### src/rtl/mux_gate_arbiter_pkg.sv
// Shared opcodes, FSM states and the mux2 primitive for the gate arbiter.
// Latency: none (types, constants and pure functions only).
// Backpressure: not applicable.
package mux_gate_arbiter_pkg;

  localparam int OPW = 3;

  localparam logic [OPW-1:0] OP_BUF  = 3'd0;
  localparam logic [OPW-1:0] OP_NOT  = 3'd1;
  localparam logic [OPW-1:0] OP_AND  = 3'd2;
  localparam logic [OPW-1:0] OP_OR   = 3'd3;
  localparam logic [OPW-1:0] OP_NAND = 3'd4;
  localparam logic [OPW-1:0] OP_NOR  = 3'd5;
  localparam logic [OPW-1:0] OP_XOR  = 3'd6;
  localparam logic [OPW-1:0] OP_XNOR = 3'd7;

  typedef enum logic [1:0] {
    ST_IDLE = 2'd0,
    ST_EXEC = 2'd1,
    ST_DONE = 2'd2
  } state_t;

  // Data inputs of one mux2 cell: d0 is taken when a=0, d1 when a=1.
  typedef struct packed {
    logic d0;
    logic d1;
  } mux_in_t;

  // The single gate primitive: a 2x1 multiplexer.
  function automatic logic mux2(input logic sel, input logic d0, input logic d1);
    return sel ? d1 : d0;
  endfunction

  // Every 2-input gate g(a,b) is a mux on a with legs g(0,b) and g(1,b),
  // each of which is one of b, ~b, 0 or 1.
  function automatic mux_in_t mux_legs(input logic [OPW-1:0] op, input logic b);
    mux_in_t m;
    case (op)
      OP_BUF:  m = '{d0: 1'b0, d1: 1'b1};
      OP_NOT:  m = '{d0: 1'b1, d1: 1'b0};
      OP_AND:  m = '{d0: 1'b0, d1: b};
      OP_OR:   m = '{d0: b,    d1: 1'b1};
      OP_NAND: m = '{d0: 1'b1, d1: ~b};
      OP_NOR:  m = '{d0: ~b,   d1: 1'b0};
      OP_XOR:  m = '{d0: b,    d1: ~b};
      default: m = '{d0: ~b,   d1: b};   // OP_XNOR
    endcase
    return m;
  endfunction

endpackage

### src/rtl/mux_gate_unit.sv
// Bitwise logic unit built only from 2x1 muxes selected by operand a.
// Latency: purely combinational, zero cycles.
// Backpressure: none; the arbiter registers the output.
module mux_gate_unit
  import mux_gate_arbiter_pkg::*;
#(
  parameter int WIDTH = 8
) (
  input  logic [OPW-1:0]   op,
  input  logic [WIDTH-1:0] a,
  input  logic [WIDTH-1:0] b,
  output logic [WIDTH-1:0] y
);

  mux_in_t w_legs [WIDTH];

  for (genvar i = 0; i < WIDTH; i++) begin : g_bit
    assign w_legs[i] = mux_legs(op, b[i]);
    assign y[i]      = mux2(a[i], w_legs[i].d0, w_legs[i].d1);
  end

endmodule

### src/rtl/mux_gate_arbiter.sv
// Round-robin arbiter sharing one mux gate unit among N_REQ requesters.
// Latency: gnt the cycle after acceptance, done/y one cycle later; one op per 3 cycles.
// Backpressure: requests are levels; losers stay pending until granted.
module mux_gate_arbiter
  import mux_gate_arbiter_pkg::*;
#(
  parameter int N_REQ = 4,
  parameter int WIDTH = 8
) (
  input  logic                   clk,
  input  logic                   rst_n,
  input  logic [N_REQ-1:0]       req,
  input  logic [OPW*N_REQ-1:0]   op,
  input  logic [WIDTH*N_REQ-1:0] a,
  input  logic [WIDTH*N_REQ-1:0] b,
  output logic [N_REQ-1:0]       gnt,
  output logic [N_REQ-1:0]       done,
  output logic [WIDTH-1:0]       y,
  output logic                   busy
);

  localparam int PW = $clog2(N_REQ);
  localparam logic [PW:0]   N_EXT = (PW+1)'(N_REQ);
  localparam logic [PW-1:0] LAST  = PW'(N_REQ - 1);

  state_t           r_state, w_state_nxt;
  logic [PW-1:0]    r_ptr, w_ptr_nxt;
  logic [PW-1:0]    r_win, w_win_nxt;
  logic [OPW-1:0]   r_op, w_op_nxt;
  logic [WIDTH-1:0] r_a, w_a_nxt;
  logic [WIDTH-1:0] r_b, w_b_nxt;
  logic [N_REQ-1:0] r_gnt, w_gnt_nxt;
  logic [N_REQ-1:0] r_done, w_done_nxt;
  logic [WIDTH-1:0] r_y, w_y_nxt;
  logic             r_busy;

  logic             w_found;
  logic [PW-1:0]    w_pick;
  logic [PW:0]      w_sum;
  logic [OPW-1:0]   w_sel_op;
  logic [WIDTH-1:0] w_sel_a, w_sel_b;
  logic [WIDTH-1:0] w_gate_y;

  // Search from the rr pointer upward, wrapping, for the first pending request.
  always_comb begin
    w_found = 1'b0;
    w_pick  = '0;
    w_sum   = '0;
    for (int k = 0; k < N_REQ; k++) begin
      w_sum = {1'b0, r_ptr} + (PW+1)'(k);
      if (w_sum >= N_EXT) w_sum = w_sum - N_EXT;
      if (!w_found && req[w_sum[PW-1:0]]) begin
        w_found = 1'b1;
        w_pick  = w_sum[PW-1:0];
      end
    end
  end

  // Route the winner's opcode and operands toward the latches.
  always_comb begin
    w_sel_op = '0;
    w_sel_a  = '0;
    w_sel_b  = '0;
    for (int i = 0; i < N_REQ; i++) begin
      if (w_pick == PW'(i)) begin
        w_sel_op = op[OPW*i +: OPW];
        w_sel_a  = a[WIDTH*i +: WIDTH];
        w_sel_b  = b[WIDTH*i +: WIDTH];
      end
    end
  end

  mux_gate_unit #(.WIDTH(WIDTH)) u_gate (
    .op (r_op),
    .a  (r_a),
    .b  (r_b),
    .y  (w_gate_y)
  );

  // Next-state and output decode for IDLE -> EXEC -> DONE -> IDLE.
  always_comb begin
    w_state_nxt = r_state;
    w_ptr_nxt   = r_ptr;
    w_win_nxt   = r_win;
    w_op_nxt    = r_op;
    w_a_nxt     = r_a;
    w_b_nxt     = r_b;
    w_gnt_nxt   = '0;
    w_done_nxt  = '0;
    w_y_nxt     = r_y;
    case (r_state)
      ST_IDLE: begin
        if (w_found) begin
          w_win_nxt   = w_pick;
          w_op_nxt    = w_sel_op;
          w_a_nxt     = w_sel_a;
          w_b_nxt     = w_sel_b;
          w_gnt_nxt   = N_REQ'(1) << w_pick;
          w_state_nxt = ST_EXEC;
        end
      end
      ST_EXEC: begin
        w_y_nxt     = w_gate_y;
        w_done_nxt  = N_REQ'(1) << r_win;
        w_state_nxt = ST_DONE;
      end
      ST_DONE: begin
        w_ptr_nxt   = (r_win == LAST) ? '0 : r_win + PW'(1);
        w_state_nxt = ST_IDLE;
      end
      default: w_state_nxt = ST_IDLE;
    endcase
  end

  // State, pointer, operand latches and registered outputs.
  always_ff @(posedge clk or negedge rst_n) begin
    if (!rst_n) begin
      r_state <= ST_IDLE;
      r_ptr   <= '0;
      r_win   <= '0;
      r_op    <= '0;
      r_a     <= '0;
      r_b     <= '0;
      r_gnt   <= '0;
      r_done  <= '0;
      r_y     <= '0;
      r_busy  <= 1'b0;
    end else begin
      r_state <= w_state_nxt;
      r_ptr   <= w_ptr_nxt;
      r_win   <= w_win_nxt;
      r_op    <= w_op_nxt;
      r_a     <= w_a_nxt;
      r_b     <= w_b_nxt;
      r_gnt   <= w_gnt_nxt;
      r_done  <= w_done_nxt;
      r_y     <= w_y_nxt;
      r_busy  <= (w_state_nxt != ST_IDLE);
    end
  end

  assign gnt  = r_gnt;
  assign done = r_done;
  assign y    = r_y;
  assign busy = r_busy;

endmodule

### config.mk
export PLATFORM = sky130hd
export DESIGN_NAME = mux_gate_arbiter
export DESIGN_NICKNAME = d
export VERILOG_FILES = /design/src/rtl/mux_gate_arbiter_pkg.sv /design/src/rtl/mux_gate_unit.sv /design/src/rtl/mux_gate_arbiter.sv
export SDC_FILE = /design/constraint.sdc
export NUM_CORES = 1
export LEC_CHECK = 0
export CAP_MARGIN = 20
export CORE_MARGIN = 5
export CORE_UTILIZATION = 45
export CTS_BUF_LIST = sky130_fd_sc_hd__clkbuf_4 sky130_fd_sc_hd__clkbuf_8
export DETAILED_ROUTE_END_ITERATION = 6
export HOLD_SLACK_MARGIN = 0.15
export PLACE_DENSITY = 0.81
export SYNTH_ARGS = -nofsm -noshare
export SYNTH_HDL_FRONTEND = slang
export SYNTH_HIERARCHICAL = 1
export SYNTH_SLANG_ARGS = --single-unit
### constraint.sdc
create_clock -name clk -period 3.85 [get_ports clk]
set_input_delay 0.385 -clock clk [delete_from_list [all_inputs] [get_ports clk]]
set_output_delay 0.385 -clock clk [all_outputs]
set_load 0.02 [all_outputs]
==> reports/results.txt <==
The first routing iteration left 160 violations. The die is 90.4 µm tall. In the final design database the tool counted 466 nets.

Of the total synthesized cell area, the portion taken by AND, OR, NAND and NOR gates is 21.0%. At the later pin of the worst-skew pair, clock insertion delay measures 290 ps. The number of warnings reported in the yosys synthesis log is 6, and the setup fix buffers added after clock tree synthesis is 0.

In the final layout, the share of cells above drive strength 1 is 13.6%. Once detail routing completed, the nets flagged for antenna violations numbered 0. The signed area change from the synthesized netlist to the final layout is 35.2%. Synthesis handed over a netlist of 301 instances. For the maximum clock frequency, the log shows 433 MHz. Global routing used 18.8% of the available tracks across all layers. Synthesis instantiated 51 different standard cells from the library.

The tools report the maximum number of pins on one net before global-route repair as 43. Synthesis produced a netlist with a net count of 387. For this run, asynchronously set or reset flops after synthesis account for 100%.

The internal power of the cells totals 0.00171 W. The run gives 0 ps as the total negative setup slack. Setup repair after global routing left no endpoint under its margin.

The layout has 557 filler cells. In this run the clock root is driven by a sky130_fd_sc_hd__clkbuf_8. The worst path needs 2310 ps of the cycle, external delays included. In this run the standard cell core region covers 6310 µm². Counting tap cells, the placed design contains a total of 450 instances. For this design the top-level I/O count stands at 99.

Type of element launching the critical path: an input port. The number of slew-limit violations in the final report was 0; the portion of total power attributed to sequential cells was 31.0%. Per report_power, the combinational group accounts for 57.3% of the total.

Setup violations remaining at the end of the flow were counted as 0. The reported net switching power is 0.00132 W. The synthesized design contains 0 enable-type register cells.

The combinational family with the most area after synthesis is compound AO/OA/AOI/OAI gates. The initial antenna violation count is 0, and the worst-margin pin slew is 992 ps. Wires add up to 7670 µm. Residual overflow from global routing: 0. The mux cell area share after synthesis was 3.83%. The initialized floorplan defines 29 standard-cell rows.

Synthesis inferred 42 register bits. Start-to-end type of the worst setup path: input port to register. Net switching is 43.5% of the power.

The XOR/XNOR share of the synthesized area is 2.71%, and the sequential cell area fraction in the yosys report is 36.2%. The run gives 0 as the count of cells resized by post-cts repair. TritonCTS built the clock tree. The leakage power came out at 1.56 nW.

Averaged over all synthesized cells, the footprint is 9.66 µm². The tools report the final-report hold violation count as 0. Along the worst path, the maximum fanout reaches 30. Between clock sinks in the finished design, the worst skew comes to 9.50 ps. The run gives 4 as the number of detailed-route iterations in the first pass.

After clock tree synthesis, the clock-pin slew on the worst setup and hold paths is 80 ps. The peak supply drop is 0.455 mV. After layout, the worst path uses 59.9% of the clock period.

Of the total synthesized cell area, the portion taken by full adders, half adders and majority gates is 4.78%. The non-filler instance count after layout is 458, and the weighted congestion at the end of routability-driven global placement is 0.790. Port buffering added 98 buffers. The number of max-capacitance violations reported was 0; the number of remaining DRC errors was 0. The number of clock buffers added by TritonCTS is 5. Total inserted antenna cells: 0. Counting along the longest clock path gives a buffer depth of 2. The overall die width is 90.4 µm, and the data required time at the worst endpoint is 4020 ps. Of the total power, the clock network draws 11.7%. The post-DP HPWL is 5810 µm, and the die area is 8170 µm². By area the synthesized netlist is led by sky130_fd_sc_hd__dfrtp_1 36%, sky130_fd_sc_hd__o31ai_2 6.0%, sky130_fd_sc_hd__nor3_1 4.5%, sky130_fd_sc_hd__mux2_2 3.5%, sky130_fd_sc_hd__o221ai_1 3.3%. The number of global-route vias before repair was 2,685; the post-synthesis compound-gate area fraction was 25.1%.

Measured against its own limit, the worst slew margin works out to 33.7%. The mapped netlist covers 2910 µm². The nature of the critical path endpoint was a register. The path type of the worst min-delay path was input port to asynchronous set/reset pin. In this run the number of H-tree levels came out at 2. The routed length per instance is 16.7 µm, and the arrival time at the worst endpoint is 2480 ps.

The area share of the largest cell type after synthesis was 36.2%. For this design, the sink count on the clock tree is 42. Initial core utilization: 46.0%.

The biggest area contributor in the post-synthesis netlist is sky130_fd_sc_hd__dfrtp_1. The detailed router placed 2,596 vias in this run. The most used flip-flop cell after synthesis is sky130_fd_sc_hd__dfrtp_1. For this design, the CTS-stage hold fixing added 0 buffers.

The ratio of routed vias to standard cells is 5.67. The global-route wire length before repair was 12,900 µm; the power density over cell area was 771 nW/µm². The flow ran to the end, and the final reports show no timing, DRC or antenna violations.
[synth_stat cells (3+ instances only)]
cell,n
sky130_fd_sc_hd__dfrtp_1,42
sky130_fd_sc_hd__nor3_1,26
sky130_fd_sc_hd__nand2_1,23
sky130_fd_sc_hd__nor2_1,20
sky130_fd_sc_hd__buf_2,15
sky130_fd_sc_hd__o31ai_2,14
sky130_fd_sc_hd__a21oi_1,11
sky130_fd_sc_hd__o221ai_1,11
sky130_fd_sc_hd__nand2b_1,10
sky130_fd_sc_hd__mux2_2,9
sky130_fd_sc_hd__and3b_1,8
sky130_fd_sc_hd__xor2_1,8
sky130_fd_sc_hd__a22oi_1,7
sky130_fd_sc_hd__maj3_2,7
sky130_fd_sc_hd__o221a_1,7
sky130_fd_sc_hd__clkbuf_1,6
sky130_fd_sc_hd__a2bb2oi_1,5
sky130_fd_sc_hd__and3_1,5
sky130_fd_sc_hd__inv_1,5
sky130_fd_sc_hd__nor2b_1,5
sky130_fd_sc_hd__o211ai_1,5
sky130_fd_sc_hd__o21ai_0,5
sky130_fd_sc_hd__and2_1,4
sky130_fd_sc_hd__ha_1,4
sky130_fd_sc_hd__nor3_2,4
sky130_fd_sc_hd__a211oi_1,3
[critical path: stages]
cell	delay (ps)
sky130_fd_sc_hd__clkdlybuf4s50_1	520
sky130_fd_sc_hd__nor4_1	310
sky130_fd_sc_hd__or3_4	390
sky130_fd_sc_hd__clkinv_2	390
sky130_fd_sc_hd__nand2_1	170
sky130_fd_sc_hd__a2bb2oi_1	210
sky130_fd_sc_hd__o31ai_2	90
[layout by cell type, fill, tap and decap left out, types with 3 or more instances in the layout]
cell type,Yosys,layout
sky130_fd_sc_hd__nor3_2,4,4
sky130_fd_sc_hd__nand2b_1,10,10
sky130_fd_sc_hd__nand2_1,23,23
sky130_fd_sc_hd__clkdlybuf4s50_1,0,97
sky130_fd_sc_hd__o211ai_1,5,5
sky130_fd_sc_hd__nor3_1,26,26
sky130_fd_sc_hd__a2bb2oi_1,5,5
sky130_fd_sc_hd__xor2_1,8,8
sky130_fd_sc_hd__inv_1,5,5
sky130_fd_sc_hd__and2_1,4,4
sky130_fd_sc_hd__maj3_2,7,7
sky130_fd_sc_hd__nor2_1,20,20
sky130_fd_sc_hd__o221a_1,7,7
sky130_fd_sc_hd__clkbuf_8,0,5
sky130_fd_sc_hd__a211oi_1,3,3
sky130_fd_sc_hd__nor2b_1,5,5
sky130_fd_sc_hd__o221ai_1,11,11
sky130_fd_sc_hd__o21ai_0,5,5
sky130_fd_sc_hd__a22oi_1,7,7
sky130_fd_sc_hd__and3_1,5,5
sky130_fd_sc_hd__a21oi_1,11,11
sky130_fd_sc_hd__and3b_1,8,8
sky130_fd_sc_hd__o31ai_2,14,14
sky130_fd_sc_hd__ha_1,4,4
sky130_fd_sc_hd__mux2_2,9,9
sky130_fd_sc_hd__dfrtp_1,42,42
[state kept, by name (all words and copies together), names as in the netlist]
name     cells
busy         1
done         4
gnt          4
r_a          8
r_b          8
r_op         3
r_ptr        2
r_state      2
r_win        2
y            8
[through the flow]
| step | utilization (%) | worst slack (ps) | total power [W] | hold WS [ps] | cell area, µm² |
|---|---|---|---|---|---|
| finish | 62.2 | 1540 | 0.00303 | 220 | 3930 |
| global route | 62.2 | 1300 | 0.00328 | 305 | 3930 |
| CTS | 62.2 | 1550 | 0.00304 | 261 | 3930 |
| detailed placement | 60.4 | 1240 | 0.00268 | 499 | 3820 |
| global placement | 60.4 | 1330 | 0.00260 | 491 | 3820 |
| floorplan | - | 2260 | 0.00225 | 89.4 | 2910 |
[layout make-up]
type | instances | area [µm²] | share of cell area, %
Clock buffer | 6 | 76.3 | 1.94
Tap cell | 77 | 96.3 | 2.45
Multi-Input combinational cell | 227 | 1670 | 42.5
Inverter | 6 | 23.8 | 0.605
Timing Repair Buffer | 98 | 976 | 24.8
Sequential cell | 42 | 1050 | 26.7
Clock inverter | 2 | 37.5 | 0.955
[final timing paths]
check                               from       to  slack, ps  depth (start not counted)
min in group clk                    y[3]     y[3]        510                          1
max in group asynchronous          rst_n     y[1]       3040                          1
worst min register to register      y[3]     y[3]        510                          1
worst max register to register  r_ptr[0]   r_a[5]       1690                          5
worst max-delay path              req[0]   r_b[3]       1540                          7
worst min-delay path               rst_n  done[0]        220                          1
[power by group through the flow]
stage	Clock [W]	Sequential (W)	Combinational, W
6_report	0.000355	0.000939	0.00174
5_1_grt	0.000382	0.000986	0.00191
4_1_cts	0.000361	0.000941	0.00174
3_5_place_dp	0	0.000950	0.00173
3_3_place_gp	0	0.000931	0.00167
2_1_floorplan	0	0.000915	0.00134
[cells by family after synthesis]
logic type      after synthesis
simple gates                113
fa+ha+maj                    12
buf+inv                      32
mux                          10
compound gates               83
xor+xnor                      9
flops                        42
[per-layer routing]
metal / track usage [%] / routed length (µm)
met1: 24.8 / 3250
met2: 31.1 / 3740
met3: 4.58 / 608
met4: 4.47 / 70
met5: 0 / 0
Note: power is estimated with default switching activity, not from simulation.
